$ cat src/rtl/reg_file.sv
// Small multi-port register file: one synchronous write port, two combinational
// read ports, all entries cleared by an asynchronous active-low reset.
module reg_file #(
    parameter int unsigned DATA_W = 9,
    parameter int unsigned ADDR_W = 2
) (
    input  logic              rst,
    input  logic              clk,
    input  logic              wr_en,
    input  logic [ADDR_W-1:0] rd0_addr,
    input  logic [ADDR_W-1:0] rd1_addr,
    input  logic [ADDR_W-1:0] wr_addr,
    input  logic [DATA_W-1:0] wr_data,
    output logic [DATA_W-1:0] rd0_data,
    output logic [DATA_W-1:0] rd1_data
);

    localparam int unsigned DEPTH = 2 ** ADDR_W;

    logic [DATA_W-1:0] mem [DEPTH];

    // Reset wins over a coincident write; the pending write is dropped.
    always_ff @(posedge clk or negedge rst) begin
        if (!rst) begin
            for (int unsigned i = 0; i < DEPTH; i++) begin
                mem[i] <= '0;
            end
        end else if (wr_en) begin
            mem[wr_addr] <= wr_data;
        end
    end

    // No write bypass: reads see the stored value, new data appears after the edge.
    assign rd0_data = mem[rd0_addr];
    assign rd1_data = mem[rd1_addr];

endmodule

$ cat config.mk
export PLATFORM = sky130hd
export DESIGN_NAME = reg_file
export DESIGN_NICKNAME = d
export VERILOG_FILES = /design/src/rtl/reg_file.sv
export SDC_FILE = /design/constraint.sdc
export NUM_CORES = 1
export LEC_CHECK = 0
export CAP_MARGIN = 30
export CORE_ASPECT_RATIO = 0.6
export CORE_MARGIN = 8
export CORE_UTILIZATION = 54
export DETAILED_ROUTE_END_ITERATION = 7
export PLACE_DENSITY = 0.86
export SLEW_MARGIN = 20
export SYNTH_ARGS = -nofsm -noshare
export SYNTH_HDL_FRONTEND = slang
export SYNTH_SLANG_ARGS = --single-unit
$ cat constraint.sdc
create_clock -name clk -period 2.8 [get_ports clk]
set_clock_uncertainty 0.15 [all_clocks]
set_input_delay 0.56 -clock clk [delete_from_list [all_inputs] [get_ports clk]]
set_output_delay 0.56 -clock clk [all_outputs]
set_load 0.02 [all_outputs]
==> results of run 1 <==
## per-layer routing
metal,share of wire,up-vias,track usage
met5,0,-,0
met4,0.011,0,0.0587
met3,0.052,6,0.0481
met2,0.50,28,0.265
met1,0.44,583,0.182
li1,-,485,-
## layout by cell type, fill, tap and decap left out, drive strengths merged, types with 2 or more instances in the layout
cell and instances:
dfrtp 36, mux4 18, clkbuf 9, clkdlybuf4s15 13
mux2 36, buf 6, dlygate4sd2 2, nand3b 2
clkdlybuf4s50 17
## worst max-delay path: cells and delay by family
kind	cells	cell delay, ps
buffers and inverters	3	1000
multiplexers	1	490
## where the power goes
group	total, µW	switching [µW]	internal (µW)
Combinational	465	198	267
Clock	386	185	201
Sequential	689	69.7	619
## cell usage after synthesis
library cell,number
buf_2,2
buf_4,1
clkbuf_1,2
dfrtp_1,36
mux2_2,36
mux4_2,18
nand3_2,1
nand3b_2,2
nor3b_2,1
## cell type report
| type | count | area, µm² | share of cell area |
|---|---|---|---|
| Clock inverter | 2 | 13.8 | 0.00589 |
| Timing Repair Buffer | 41 | 428 | 0.183 |
| Multi-Input combinational cell | 58 | 856 | 0.366 |
| Clock buffer | 6 | 82.6 | 0.0353 |
| Sequential cell | 36 | 901 | 0.385 |
| Tap cell | 45 | 56.3 | 0.0241 |
## final timing paths
kind	endpoint
min	mem[11]
min reg2reg	mem[11]
min in group asynchronous	mem[27]
max reg2reg	mem[6]
max in group asynchronous	mem[23]
max	rd0_data[8]
## per-stage QoR
step | setup WS, ps | total power [µW] | setup TNS (ps) | utilization | instance area (µm²)
floorplan | 677 | 975 | 0 | - | 1780
finish | 28.6 | 1540 | 0 | 0.730 | 2340
CTS | 5.55 | 1550 | 0 | 0.729 | 2330
global placement | -210 | 1180 | -3490 | 0.705 | 2260
global route | 0.350 | 1620 | 0 | 0.730 | 2340
detailed placement | -220 | 1210 | -3760 | 0.705 | 2260
## cells by family after synthesis
logic type             count (synthesis)  share of synthesized area
buffers and inverters                  5                     0.0140
DFF                                   36                      0.506
muxes                                 54                      0.455
and+or+nand+nor                        4                     0.0253
==> metrics.cfg, run 1 <==
[power_and_ir_drop]
powerDensity_nw_per_um2 = 659
ir_worst_vdd_mv = 0.357
p_leak_uw = 0.000958

[finish]
regMostFlops = mem
fin_cells = 188
reg_top3 = mem (36)
fill_cells = 211
antenna-diode-count = 0
fin_nets = 160
synthToLayoutAreaGrowth_pct = 31.2
drive_gt1_frac = 0.524
largest_reg_flops = 36

[floorplanning]
rows = 16
io_pins = 36
coreArea_um2 = 3200
fp.dieW_um = 90.2
initial_core_util = 0.556
dieArea_um2 = 5450
dieHeight_um = 60.5

[flow_run]
maxCapViolCount = 0

[critical_path]
reg2reg_from = mem[6]
required_ps = 2090
cp_slowest_cell = clkdlybuf4s50_1
slowest_delay_ps = 510
crit_type = input port to output port
crit_path_start_kind = input port
cp.arrival_ps = 2060
reg2reg_setup_slack_ps = 1850
worstRegToRegCells = 1
worstSetupEndpointType = output port
critPathMaxFanout = 9
setup.worst_path.start = rd0_addr[0]
worstPathCellList = clkdlybuf4s50_1, buf_12, mux4_2, dlygate4sd2_1

[timing]
final.min_clock_period_ps = 2770
finalCritPeriodShare = 0.990
slew_viol_final = 0
fin_hold_ws_ps = 378
tightestPinTransition_ps = 451
slew_headroom = 0.699
rsz0062_at_grt = no
hold_viol_final = 0
clock.fmax_mhz = 361
finalSetupViolations = 0

[cts]
post-cts-setup-buffers = 0
cts_hold_buffers = 0
insertion_delay_ps = 280
cts_max_level = 2
clock_path_buffers = 2
cts.clk_slew.worst_paths_ps = 70
cts_resized = 20
cts_tree = built
cts_sinks = 36
cts_inserted_buffers = 5
cts-root-buf = clkbuf_8

[routing]
initialDrtViolationCount = 64
first_pass_iters = 4
vias = 1102
wl_per_cell_um = 20.4
wirelength_mm = 3.83
drc = 0
avgViaCountPerCell = 5.86
ant_nets = 0

[status]
status = complete, no violations

[hold_path]
worstHoldStart = mem[11]
hp-class = flip-flop to flip-flop
holdPathStages = 1

[yosys]
seq_area_frac_synth = 0.506
synth_top_area_frac = 0.506
synth_area_um2 = 1780
synth_top_cells_by_area = dfrtp_1, mux2_2, mux4_2
ys_ff_latch = 36
netlist_instances = 99
synth_warnings = 0
syn_nets = 117
postSynthAreaPerCell_um2 = 18.0
yosysUniqueCellTypes = 9
synth_top_area_cell = dfrtp_1

[place]
place_congestion = 0.694
hpwlAfterDp_mm = 2.78
dp.cells = 180
port_buffers = 35

[global_route]
antenna_found_initial = 0
grt.overflow.total = 0
grt_max_degree = 37
grt_usage = 0.154
grt_pass1_wl_mm = 6.38
first_global_vias = 1219

No activity file was read; power rests on OpenSTA's default activity.
==> inputs of run 2 (changes only) <==
--- a/config.mk
+++ b/config.mk
@@ -8,9 +8,10 @@
 export CAP_MARGIN = 30
 export CORE_ASPECT_RATIO = 0.6
 export CORE_MARGIN = 8
-export CORE_UTILIZATION = 54
+export CORE_UTILIZATION = 57
+export CTS_BUF_LIST = sky130_fd_sc_hd__clkbuf_4 sky130_fd_sc_hd__clkbuf_8
 export DETAILED_ROUTE_END_ITERATION = 7
-export PLACE_DENSITY = 0.86
+export PLACE_DENSITY = 0.9
 export SLEW_MARGIN = 20
 export SYNTH_ARGS = -nofsm -noshare
 export SYNTH_HDL_FRONTEND = slang
==> run 2 against run 1 <==
Against the previous run:
- via count is 1.9% higher
- wire length is 2.9% higher
- register-to-register slack about the same
- clock-buffer cell count unchanged
- first-iteration DRC count increased by 44%
- power is 0.30% lower
- worst hold slack better by 2.5 ps
- critical path type unchanged
- cell count down 1.6%
- highest routed layer unchanged
==> metrics.cfg, run 2 (same netlist as run 1, synthesis figures left out) <==
[finish]
regMostFlops = mem  ; unchanged
antenna-diode-count = 0  ; unchanged
reg_top3 = mem (36)  ; unchanged
drive_gt1_frac = 0.538  ; was 0.524
fill_cells = 174  ; was 211
seqCellArea_um2 = 901  ; unchanged
fin_cells = 185  ; was 188
multi_input_area_um2 = 856  ; unchanged
final_cell_mix = mux2_2, dfrtp_1, mux4_2  ; unchanged
largest_reg_flops = 36  ; unchanged
design_area_um2 = 2320  ; was 2340 µm²
fin_nets = 160  ; unchanged
post-route-util = 0.792  ; was 0.730
synthToLayoutAreaGrowth_pct = 30.2  ; was 31.2%

[cts]
cts_sinks = 36  ; unchanged
cts-root-buf = clkbuf_8  ; unchanged
clock_path_buffers = 2  ; unchanged
cts_tree = built  ; unchanged
insertion_delay_ps = 290  ; was 280 ps
cts.clk_slew.worst_paths_ps = 70  ; about the same
cts_hold_buffers = 0  ; unchanged
cts_max_level = 2  ; unchanged
cts_inserted_buffers = 5  ; unchanged

[power_and_ir_drop]
sequentialPowerShare = 0.448  ; was 0.447
p_sw_uw = 456  ; was 453 µW
netSwitchingFraction = 0.297  ; was 0.294
powerDensity_nw_per_um2 = 662  ; was 659 nW/µm²
ir_worst_vdd_mv = 0.413  ; was 0.357 mV
p_leak_uw = 0.000957  ; was 0.000958 µW
intPower_uw = 1080  ; was 1090 µW
p_clk_frac = 0.248  ; was 0.251
p_comb_frac = 0.304  ; was 0.302

[flow_run]
maxCapViolCount = 0  ; unchanged

[timing]
hold_viol_final = 0  ; unchanged
clock.fmax_mhz = 361  ; about the same
finalCritPeriodShare = 0.990  ; about the same
fin_hold_ws_ps = 380  ; was 378 ps
final.min_clock_period_ps = 2770  ; about the same
slew_headroom = 0.707  ; was 0.699
rsz0062_at_grt = no  ; unchanged
slew_viol_final = 0  ; unchanged
finalSetupViolations = 0  ; unchanged
tightestPinTransition_ps = 440  ; was 451 ps

[place]
place_congestion = 0.715  ; was 0.694
hpwlAfterDp_mm = 2.83  ; was 2.78 mm
dp.cells = 177  ; was 180
port_buffers = 35  ; unchanged
place_area_um2 = 2250  ; was 2260 µm²

[floorplanning]
initial_core_util = 0.609  ; was 0.556
dieHeight_um = 59.3  ; was 60.5 µm
coreArea_um2 = 2930  ; was 3200 µm²
rows = 15  ; was 16
dieArea_um2 = 5230  ; was 5450 µm²
io_pins = 36  ; unchanged
fp.dieW_um = 88.2  ; was 90.2 µm

[hold_path]
hp-class = flip-flop to flip-flop  ; unchanged

[routing]
wirelength_mm = 3.95  ; was 3.83 mm
initialDrtViolationCount = 92  ; was 64
vias = 1123  ; was 1102
drc = 0  ; unchanged
avgViaCountPerCell = 6.07  ; was 5.86
wl_per_cell_um = 21.3  ; was 20.4 µm
ant_nets = 0  ; unchanged
first_pass_iters = 4  ; unchanged

[status]
status = complete, no violations  ; unchanged

[critical_path]
crit_path_start_kind = input port  ; unchanged
crit_type = input port to output port  ; unchanged
cp_slowest_cell = clkdlybuf4s50_1  ; unchanged
worstSetupEndpointType = output port  ; unchanged
slowest_delay_ps = 510  ; about the same
worstPathCellList = clkdlybuf4s50_1, buf_12, mux4_2, dlygate4sd2_1  ; unchanged
critPathMaxFanout = 9  ; unchanged
cp.arrival_ps = 2060  ; about the same
required_ps = 2090  ; about the same

[global_route]
antenna_found_initial = 0  ; unchanged
grt_pass1_wl_mm = 6.41  ; was 6.38 mm
grt.overflow.total = 0  ; unchanged
first_global_vias = 1236  ; was 1219
grt_usage = 0.167  ; was 0.154
grt_max_degree = 37  ; unchanged

[run 2: cell types whose count changed in the layout (fill, tap and decap cells not counted)]
cell	delta
clkbuf_2	+2
inv_6	-1
clkinv_2	+1
clkdlybuf4s15_1	-2
[run 2: power groups by stage]
stage / Sequential, µW / Clock [µW] / Combinational (µW)
after global placement: 685 / 0 / 498
final: 688 / 381 / 467
after detailed placement: 697 / 0 / 513
after floorplan: 672 / 0 / 303
after CTS: 688 / 388 / 472
after global routing: 704 / 409 / 494
[run 2: cell type report]
cell class,instances,area share
Clock buffer,6,0.0356
Clock inverter,2,0.00432
Multi-Input combinational cell,58,0.369
Sequential cell,36,0.388
Tap cell,42,0.0227
Timing Repair Buffer,41,0.180
[run 2: repair_timing]
action | CTS | global route
setup endpoints to repair | 18 | 15
setup buffers | 0 | 0
resized for setup | 22 | 17
[run 2: stage by stage]
step / worst slack, ps / TNS [ps] / power, µW
4_1_cts: 0.0269 / 0 / 1550
6_report: 27.0 / 0 / 1540
2_1_floorplan: 677 / 0 / 975
3_3_place_gp: -216 / -3600 / 1180
5_1_grt: 0.783 / 0 / 1610
3_5_place_dp: -229 / -3710 / 1210
[run 2: final timing paths]
| check | cells past startpoint | slack (ps) | startpoint | endpoint |
|---|---|---|---|---|
| worst max register to register | 1 | 1860 | mem[9] | mem[9] |
| worst max-delay path | 4 | 30 | rd1_addr[0] | rd1_data[6] |
| min in group asynchronous | 2 | 540 | rst | mem[35] |
| worst min-delay path | 1 | 380 | mem[31] | mem[31] |
| max in group asynchronous | 2 | 1640 | rst | mem[34] |
| worst min register to register | 1 | 380 | mem[31] | mem[31] |
[run 2: worst max-delay path: cells and delay by family]
kind     cells  cell delay, ps
buf+inv      3            1010
mux          1             490
[run 2: per-layer routing]
layer	share of wire	track usage	vias to the layer above	routed length (µm)
li1	-	-	479	-
met1	0.43	0.206	600	1720
met2	0.48	0.263	37	1890
met3	0.071	0.0539	7	281
met4	0.015	0.0692	0	59
met5	0	0	-	0
